**src/rtl/noc_injector.sv**
```systemverilog
// ============================================================================
// noc_injector : packetising source for one node_port down-link.
// Turns a (destination, N words) request into HEADER / BODY... / TAIL flits
// under the node's enable/ack handshake.
// Optional NOC_INJECTOR_STATS_EN adds packet and stall counters.
// Revision: 1.0 - initial release
// ============================================================================
`default_nettype none

package noc_injector_pkg;
  localparam int COORD_W   = 4;
  localparam int PAYLOAD_W = 16;

  typedef struct packed {
    logic [COORD_W-1:0] x;
    logic [COORD_W-1:0] y;
  } addr_t;

  typedef enum logic [1:0] {
    FLIT_BODY   = 2'b00,
    FLIT_HEADER = 2'b01,
    FLIT_TAIL   = 2'b10
  } flit_type_t;

  typedef struct packed {
    flit_type_t           flit_type;
    logic [PAYLOAD_W-1:0] payload;
  } flit_t;

  typedef struct packed {
    logic [PAYLOAD_W-$bits(addr_t)-1:0] rsvd;
    addr_t                              dst_addr;
  } flit_hdr_t;
endpackage

module noc_injector
  import noc_injector_pkg::*;
#(
  parameter int LEN_W  = 4,
  parameter int NODE_X = 1,
  parameter int NODE_Y = 1
) (
  input  logic                      clk,
  input  logic                      rst,
  input  logic                      req_valid,
  output logic                      req_ready,
  input  logic [$bits(addr_t)-1:0]  req_dst,
  input  logic [LEN_W-1:0]          req_len_m1,
  input  logic                      pl_valid,
  output logic                      pl_ready,
  input  logic [PAYLOAD_W-1:0]      pl_data,
  output logic [$bits(flit_t)-1:0]  flit,
  output logic                      enable,
  input  logic                      ack
`ifdef NOC_INJECTOR_STATS_EN
  ,
  output logic [15:0]               pkt_cnt,
  output logic [15:0]               stall_cnt
`endif
);

  localparam logic [2:0] c_idle = 3'd0;
  localparam logic [2:0] c_hdr  = 3'd1;
  localparam logic [2:0] c_data = 3'd2;
  localparam logic [2:0] c_last = 3'd3;
  localparam logic [2:0] c_drop = 3'd4;

  localparam addr_t      c_self      = '{x: NODE_X[COORD_W-1:0], y: NODE_Y[COORD_W-1:0]};
  localparam flit_t      c_idle_flit = '{flit_type: FLIT_BODY, payload: '0};
  localparam logic [LEN_W-1:0] c_one = {{(LEN_W-1){1'b0}}, 1'b1};

  logic [2:0]       r_state, w_state_nxt;
  logic [LEN_W-1:0] r_rem, w_rem_nxt;
  flit_t            r_flit, w_flit_nxt;
  logic             r_enable, w_enable_nxt;
  logic             w_pl_fire;
  logic             w_step;
  flit_hdr_t        w_hdr;
  flit_t            w_data_flit;

  assign w_pl_fire   = pl_valid && pl_ready;
  assign w_hdr       = '{rsvd: '0, dst_addr: addr_t'(req_dst)};
  assign w_data_flit = '{flit_type: (r_rem == '0) ? FLIT_TAIL : FLIT_BODY, payload: pl_data};
  // HDR advances on ack (first word prefetched); DATA whenever the link slot is free
  assign w_step      = ((r_state == c_hdr) && ack) ||
                       ((r_state == c_data) && (!r_enable || ack));

  always_ff @(posedge clk or negedge rst) begin
    if (!rst) begin
      r_state <= c_idle;
    end else begin
      r_state <= w_state_nxt;
    end
  end

  always_comb begin
    w_state_nxt  = r_state;
    w_rem_nxt    = r_rem;
    w_flit_nxt   = r_flit;
    w_enable_nxt = r_enable;
    case (r_state)
      c_idle: begin
        if (req_valid && req_ready) begin
          w_rem_nxt = req_len_m1;
          if (addr_t'(req_dst) == c_self) begin
            w_state_nxt = c_drop;
          end else begin
            w_state_nxt  = c_hdr;
            w_enable_nxt = 1'b1;
            w_flit_nxt   = '{flit_type: FLIT_HEADER, payload: w_hdr};
          end
        end
      end
      c_hdr, c_data: begin
        if (w_step) begin
          w_state_nxt = c_data;
          if (w_pl_fire) begin
            w_flit_nxt   = w_data_flit;
            w_enable_nxt = 1'b1;
            if (r_rem == '0) begin
              w_state_nxt = c_last;
            end else begin
              w_rem_nxt = r_rem - c_one;
            end
          end else begin
            // bubble: the wormhole stays open, the link just shows idle
            w_flit_nxt   = c_idle_flit;
            w_enable_nxt = 1'b0;
          end
        end
      end
      c_last: begin
        if (ack) begin
          w_state_nxt  = c_idle;
          w_flit_nxt   = c_idle_flit;
          w_enable_nxt = 1'b0;
        end
      end
      c_drop: begin
        if (w_pl_fire) begin
          if (r_rem == '0) begin
            w_state_nxt = c_idle;
          end else begin
            w_rem_nxt = r_rem - c_one;
          end
        end
      end
      default: begin
        w_state_nxt  = c_idle;
        w_flit_nxt   = c_idle_flit;
        w_enable_nxt = 1'b0;
      end
    endcase
  end

  always_comb begin
    req_ready = 1'b0;
    pl_ready  = 1'b0;
    case (r_state)
      c_idle:  req_ready = rst;
      c_hdr:   pl_ready  = ack;
      c_data:  pl_ready  = !r_enable || ack;
      c_drop:  pl_ready  = 1'b1;
      default: ;
    endcase
  end

  always_ff @(posedge clk or negedge rst) begin
    if (!rst) begin
      r_rem    <= '0;
      r_flit   <= c_idle_flit;
      r_enable <= 1'b0;
    end else begin
      r_rem    <= w_rem_nxt;
      r_flit   <= w_flit_nxt;
      r_enable <= w_enable_nxt;
    end
  end

  assign flit   = r_flit;
  assign enable = r_enable;

`ifdef NOC_INJECTOR_STATS_EN
  logic [15:0] r_pkt_cnt;
  logic [15:0] r_stall_cnt;

  always_ff @(posedge clk or negedge rst) begin
    if (!rst) begin
      r_pkt_cnt   <= '0;
      r_stall_cnt <= '0;
    end else begin
      if (r_enable && ack && (r_flit.flit_type == FLIT_TAIL)) begin
        r_pkt_cnt <= r_pkt_cnt + 16'd1;
      end
      if (r_enable && !ack && (r_stall_cnt != 16'hFFFF)) begin
        r_stall_cnt <= r_stall_cnt + 16'd1;
      end
    end
  end

  assign pkt_cnt   = r_pkt_cnt;
  assign stall_cnt = r_stall_cnt;
`endif

endmodule

`default_nettype wire

```
**config.mk**
```make
export PLATFORM = sky130hd
export DESIGN_NAME = noc_injector
export DESIGN_NICKNAME = d
export VERILOG_FILES = /design/src/rtl/noc_injector.sv
export SDC_FILE = /design/constraint.sdc
export NUM_CORES = 1
export LEC_CHECK = 0
export ABC_CLOCK_PERIOD_IN_PS = 2300
export CAP_MARGIN = 20
export CELL_PAD_IN_SITES_DETAIL_PLACEMENT = 0
export CELL_PAD_IN_SITES_GLOBAL_PLACEMENT = 1
export CORE_ASPECT_RATIO = 1.4
export CORE_UTILIZATION = 32
export DETAILED_ROUTE_END_ITERATION = 12
export PLACE_DENSITY_LB_ADDON = 0.3
export SLEW_MARGIN = 10
export SYNTH_ARGS = -nofsm -noshare
export SYNTH_HDL_FRONTEND = slang
export SYNTH_SLANG_ARGS = --single-unit
```
**constraint.sdc**
```tcl
create_clock -name clk -period 2.3 [get_ports clk]
set_input_delay 0.69 -clock clk [delete_from_list [all_inputs] [get_ports clk]]
set_output_delay 0.69 -clock clk [all_outputs]
set_load 0.05 [all_outputs]
```
==> metrics.json <==
{
  "run_status": {"value": "finished with violations"},
  "violations_in_the_final_reports": {"value": "design-rule violations"},
  "timing.final.crit_period": {"value": 2240, "unit": "ps"},
  "cts_buffers": {"value": 3},
  "worst_ep_required_time": {"value": 1610, "unit": "ps"},
  "fp.dieH": {"value": 79.6, "unit": "um"},
  "place_ws": {"value": -239, "unit": "ps"},
  "detailedRoute.firstPassIterationCount": {"value": 9},
  "vias_in_the_first_global_route": {"value": 1309},
  "cts_setup_buffers": {"value": 0},
  "row_count": {"value": 27},
  "dpl.cell_count": {"value": 237},
  "yosys_warnings": {"value": 0},
  "arrival": {"value": 1550, "unit": "ps"},
  "worst-slew-pin-transition": {"value": 500, "unit": "ps"},
  "timing.setup.critical_path_class": {"value": "register to primary output"},
  "vdd_drop_max": {"value": 0.561, "unit": "mV"},
  "fin_tns_setup": {"value": 0, "unit": "ps"},
  "postSynth.topFlopCell": {"value": "sky130_fd_sc_hd__dfrtp_1"},
  "numClockSinks": {"value": 26},
  "ys_async_sr_fraction": {"value": 1.00},
  "drtAntennaViolNets": {"value": 0},
  "finalCritPeriodShare": {"value": 0.973},
  "placeableCoreArea": {"value": 0.00402, "unit": "sq mm"},
  "number_of_violations_reported_at_the_end_of_detailed_routing_iteration_0": {"value": 33},
  "timing.final.setup_violations": {"value": 0},
  "dp_hpwl": {"value": 2920, "unit": "um"},
  "grt_remaining_overflow": {"value": 0},
  "antenna_cells": {"value": 0},
  "ys_ff_latch": {"value": 26},
  "critical_path.endpoint_type": {"value": "primary output"},
  "overall_track_demand_over_capacity_in_global_routing": {"value": 0.174},
  "final_max_slew_viol_count": {"value": 0},
  "postSynthAreaPerCell": {"value": 10.8, "unit": "sq um"},
  "grt_max_degree": {"value": 20},
  "synth_cell_types": {"value": 41},
  "power.density_cell_area": {"value": 1410, "unit": "mW/mm^2"},
  "clk-insertion-delay-late": {"value": 270, "unit": "ps"},
  "layout.cells.non_filler": {"value": 241},
  "detail_route.drc_violations": {"value": 7},
  "areaGrowthSynthToFinish": {"value": 56.0, "unit": "%"},
  "whs": {"value": 431, "unit": "ps"},
  "seq_area_frac_synth": {"value": 0.472},
  "drive_above_1_share": {"value": 0.197},
  "postSynthNetCount": {"value": 162},
  "num-fill-cells": {"value": 389},
  "drt-wirelength-per-cell": {"value": 15.1, "unit": "um"},
  "route.final.wire_length": {"value": 3650, "unit": "um"},
  "tritoncts": {"value": "done"},
  "p_leak": {"value": 0.942, "unit": "nW"},
  "utilization": {"value": 0.535},
  "hold_path_class": {"value": "primary input to async pin"},
  "setup.worst_path.start": {"value": "r_state[0]"},
  "clock_tree.root_cell": {"value": "sky130_fd_sc_hd__clkbuf_8"},
  "count_of_hold_fix_buffers_inserted_at_cts": {"value": 0},
  "post-synth-top-count-cell": {"value": "sky130_fd_sc_hd__dfrtp_1"},
  "timing.fmax": {"value": 447, "unit": "MHz"},
  "io-pin-count": {"value": 54},
  "fin_skew": {"value": 2.83, "unit": "ps"},
  "cts_htree_levels": {"value": 1},
  "floorplan.die_area": {"value": 0.00458, "unit": "sq mm"},
  "synthesis.area": {"value": 0.00138, "unit": "sq mm"},
  "synthDominantAreaCellType": {"value": "sky130_fd_sc_hd__dfrtp_1"},
  "finalWeightedCongestion": {"value": 0.782},
  "routed-via-count": {"value": 1287},
  "synth_top_cells_by_count": {"value": "sky130_fd_sc_hd__dfrtp_1, sky130_fd_sc_hd__a22o_1, sky130_fd_sc_hd__nand2_1"},
  "maximum_number_of_buffers_from_clock_root_to_sink": {"value": 2},
  "synth_largest_type_area_fraction": {"value": 0.472},
  "die_x": {"value": 57.5, "unit": "um"},
  "number_of_synthesized_flops_with_an_enable_pin": {"value": 0},
  "place.port_buffers": {"value": 53},
  "postSynthCellCount": {"value": 128},
  "initial_core_util": {"value": 0.343},
  "routed_via_density": {"value": 5.34},
  "timing.critical_path.fanout_max": {"value": 11},
  "maxCapViolations": {"value": 0},
  "final_net_count": {"value": 233},
  "slew_headroom": {"value": 0.665},
  "setup_ws": {"value": 63.0, "unit": "ps"},
  "clkTransAtPathRegs": {"value": 90, "unit": "ps"},
  "antenna_found_initial": {"value": 0},
  "report.final.hold_viol_count": {"value": 0},
  "post_synth_main_area_contributors": {"value": "sky130_fd_sc_hd__dfrtp_1, sky130_fd_sc_hd__a22o_1, sky130_fd_sc_hd__a221o_1, sky130_fd_sc_hd__nand2_1, sky130_fd_sc_hd__o2bb2ai_1"},
  "crit_path_start_kind": {"value": "register"},
  "global_route_wire_length_before_repair": {"value": 6120, "unit": "um"},
  "startpoint_of_the_worst_slack_reg_to_reg_timing_path": {"value": "r_rem[0]"}
}
power by group:
part / internal (W) / switching, W / total, W
logic: 0.000834 / 0.00109 / 0.00193
registers: 0.000642 / 0.000159 / 0.000801
clock network: 0.000153 / 0.000141 / 0.000294
total: 0.00163 / 0.00139 / 0.00302
through the flow:
stage | total power, W | instance area [sq um]
after CTS | 0.00305 | 2140
after global routing | 0.00323 | 2150
after detailed placement | 0.00273 | 2080
final | 0.00302 | 2150
after global placement | 0.00269 | 2080
after floorplan | 0.00207 | 1380
worst max-delay path, stage by stage, from the launching register on:
cell,delay (ps)
sky130_fd_sc_hd__dfrtp_1,520
sky130_fd_sc_hd__or3b_4,500
sky130_fd_sc_hd__o21ai_2,100
sky130_fd_sc_hd__buf_12,150
registers in the layout (all words and copies together) (netlist names):
name / flops
enable: 1
r_rem: 4
flit: 18
r_state: 3
per-layer routing:
layer / GRT usage / wire length, um / vias to the layer above
met5: 0 / 0 / -
met4: 0.0683 / 73 / 0
met3: 0.0211 / 178 / 7
met2: 0.314 / 2000 / 46
met1: 0.206 / 1400 / 615
li1: - / - / 619
kinds of logic (layout without fill, tap and decap cells):
| group | Yosys count | count (layout) | share of synthesized area |
|---|---|---|---|
| buf+inv | 11 | 81 | 0.0454 |
| compound gates | 46 | 46 | 0.273 |
| xor+xnor | 2 | 2 | 0.0127 |
| mux | 3 | 3 | 0.0263 |
| fa+ha+maj | 1 | 1 | 0.00908 |
| simple gates | 39 | 39 | 0.161 |
| flops | 26 | 26 | 0.472 |
placed cells by master (no fill, tap or decap), drive strengths merged, types with 2 or more instances in the layout:
cell type / instances
a211o: 2
a21o: 2
a21oi: 6
a221o: 4
a22o: 10
a22oi: 4
and2: 4
buf: 22
clkbuf: 4
clkdlybuf4s50: 48
dfrtp: 26
inv: 5
mux2: 2
nand2: 10
nand2b: 2
nor2: 10
nor3: 2
nor4b: 2
o21ai: 7
o22ai: 2
o2bb2ai: 6
xnor2: 2
worst paths after layout:
check	endpoint	slack (ps)	depth (start not counted)
max in group asynchronous	flit[2]	1610	2
min	r_state[1]	430	2
min reg2reg	flit[7]	480	2
min in group clk	flit[7]	480	2
max	pl_ready	60	3
max reg2reg	r_rem[1]	350	7
cell type report:
| cell class | count | area [sq um] | area share |
|---|---|---|---|
| sequential | 26 | 651 | 0.303 |
| multi-input combinational | 91 | 679 | 0.316 |
| timing repair buffer | 72 | 692 | 0.322 |
| clock buffer | 4 | 55.1 | 0.0256 |
| inverter | 5 | 18.8 | 0.00873 |
| tap | 43 | 53.8 | 0.0250 |
timing repair:
item | in CTS | in global routing
resized for setup | 2 | 2
endpoints found under the setup margin | 1 | 2
pin swaps | 0 | 1
No activity file was read; power rests on OpenSTA's default activity.
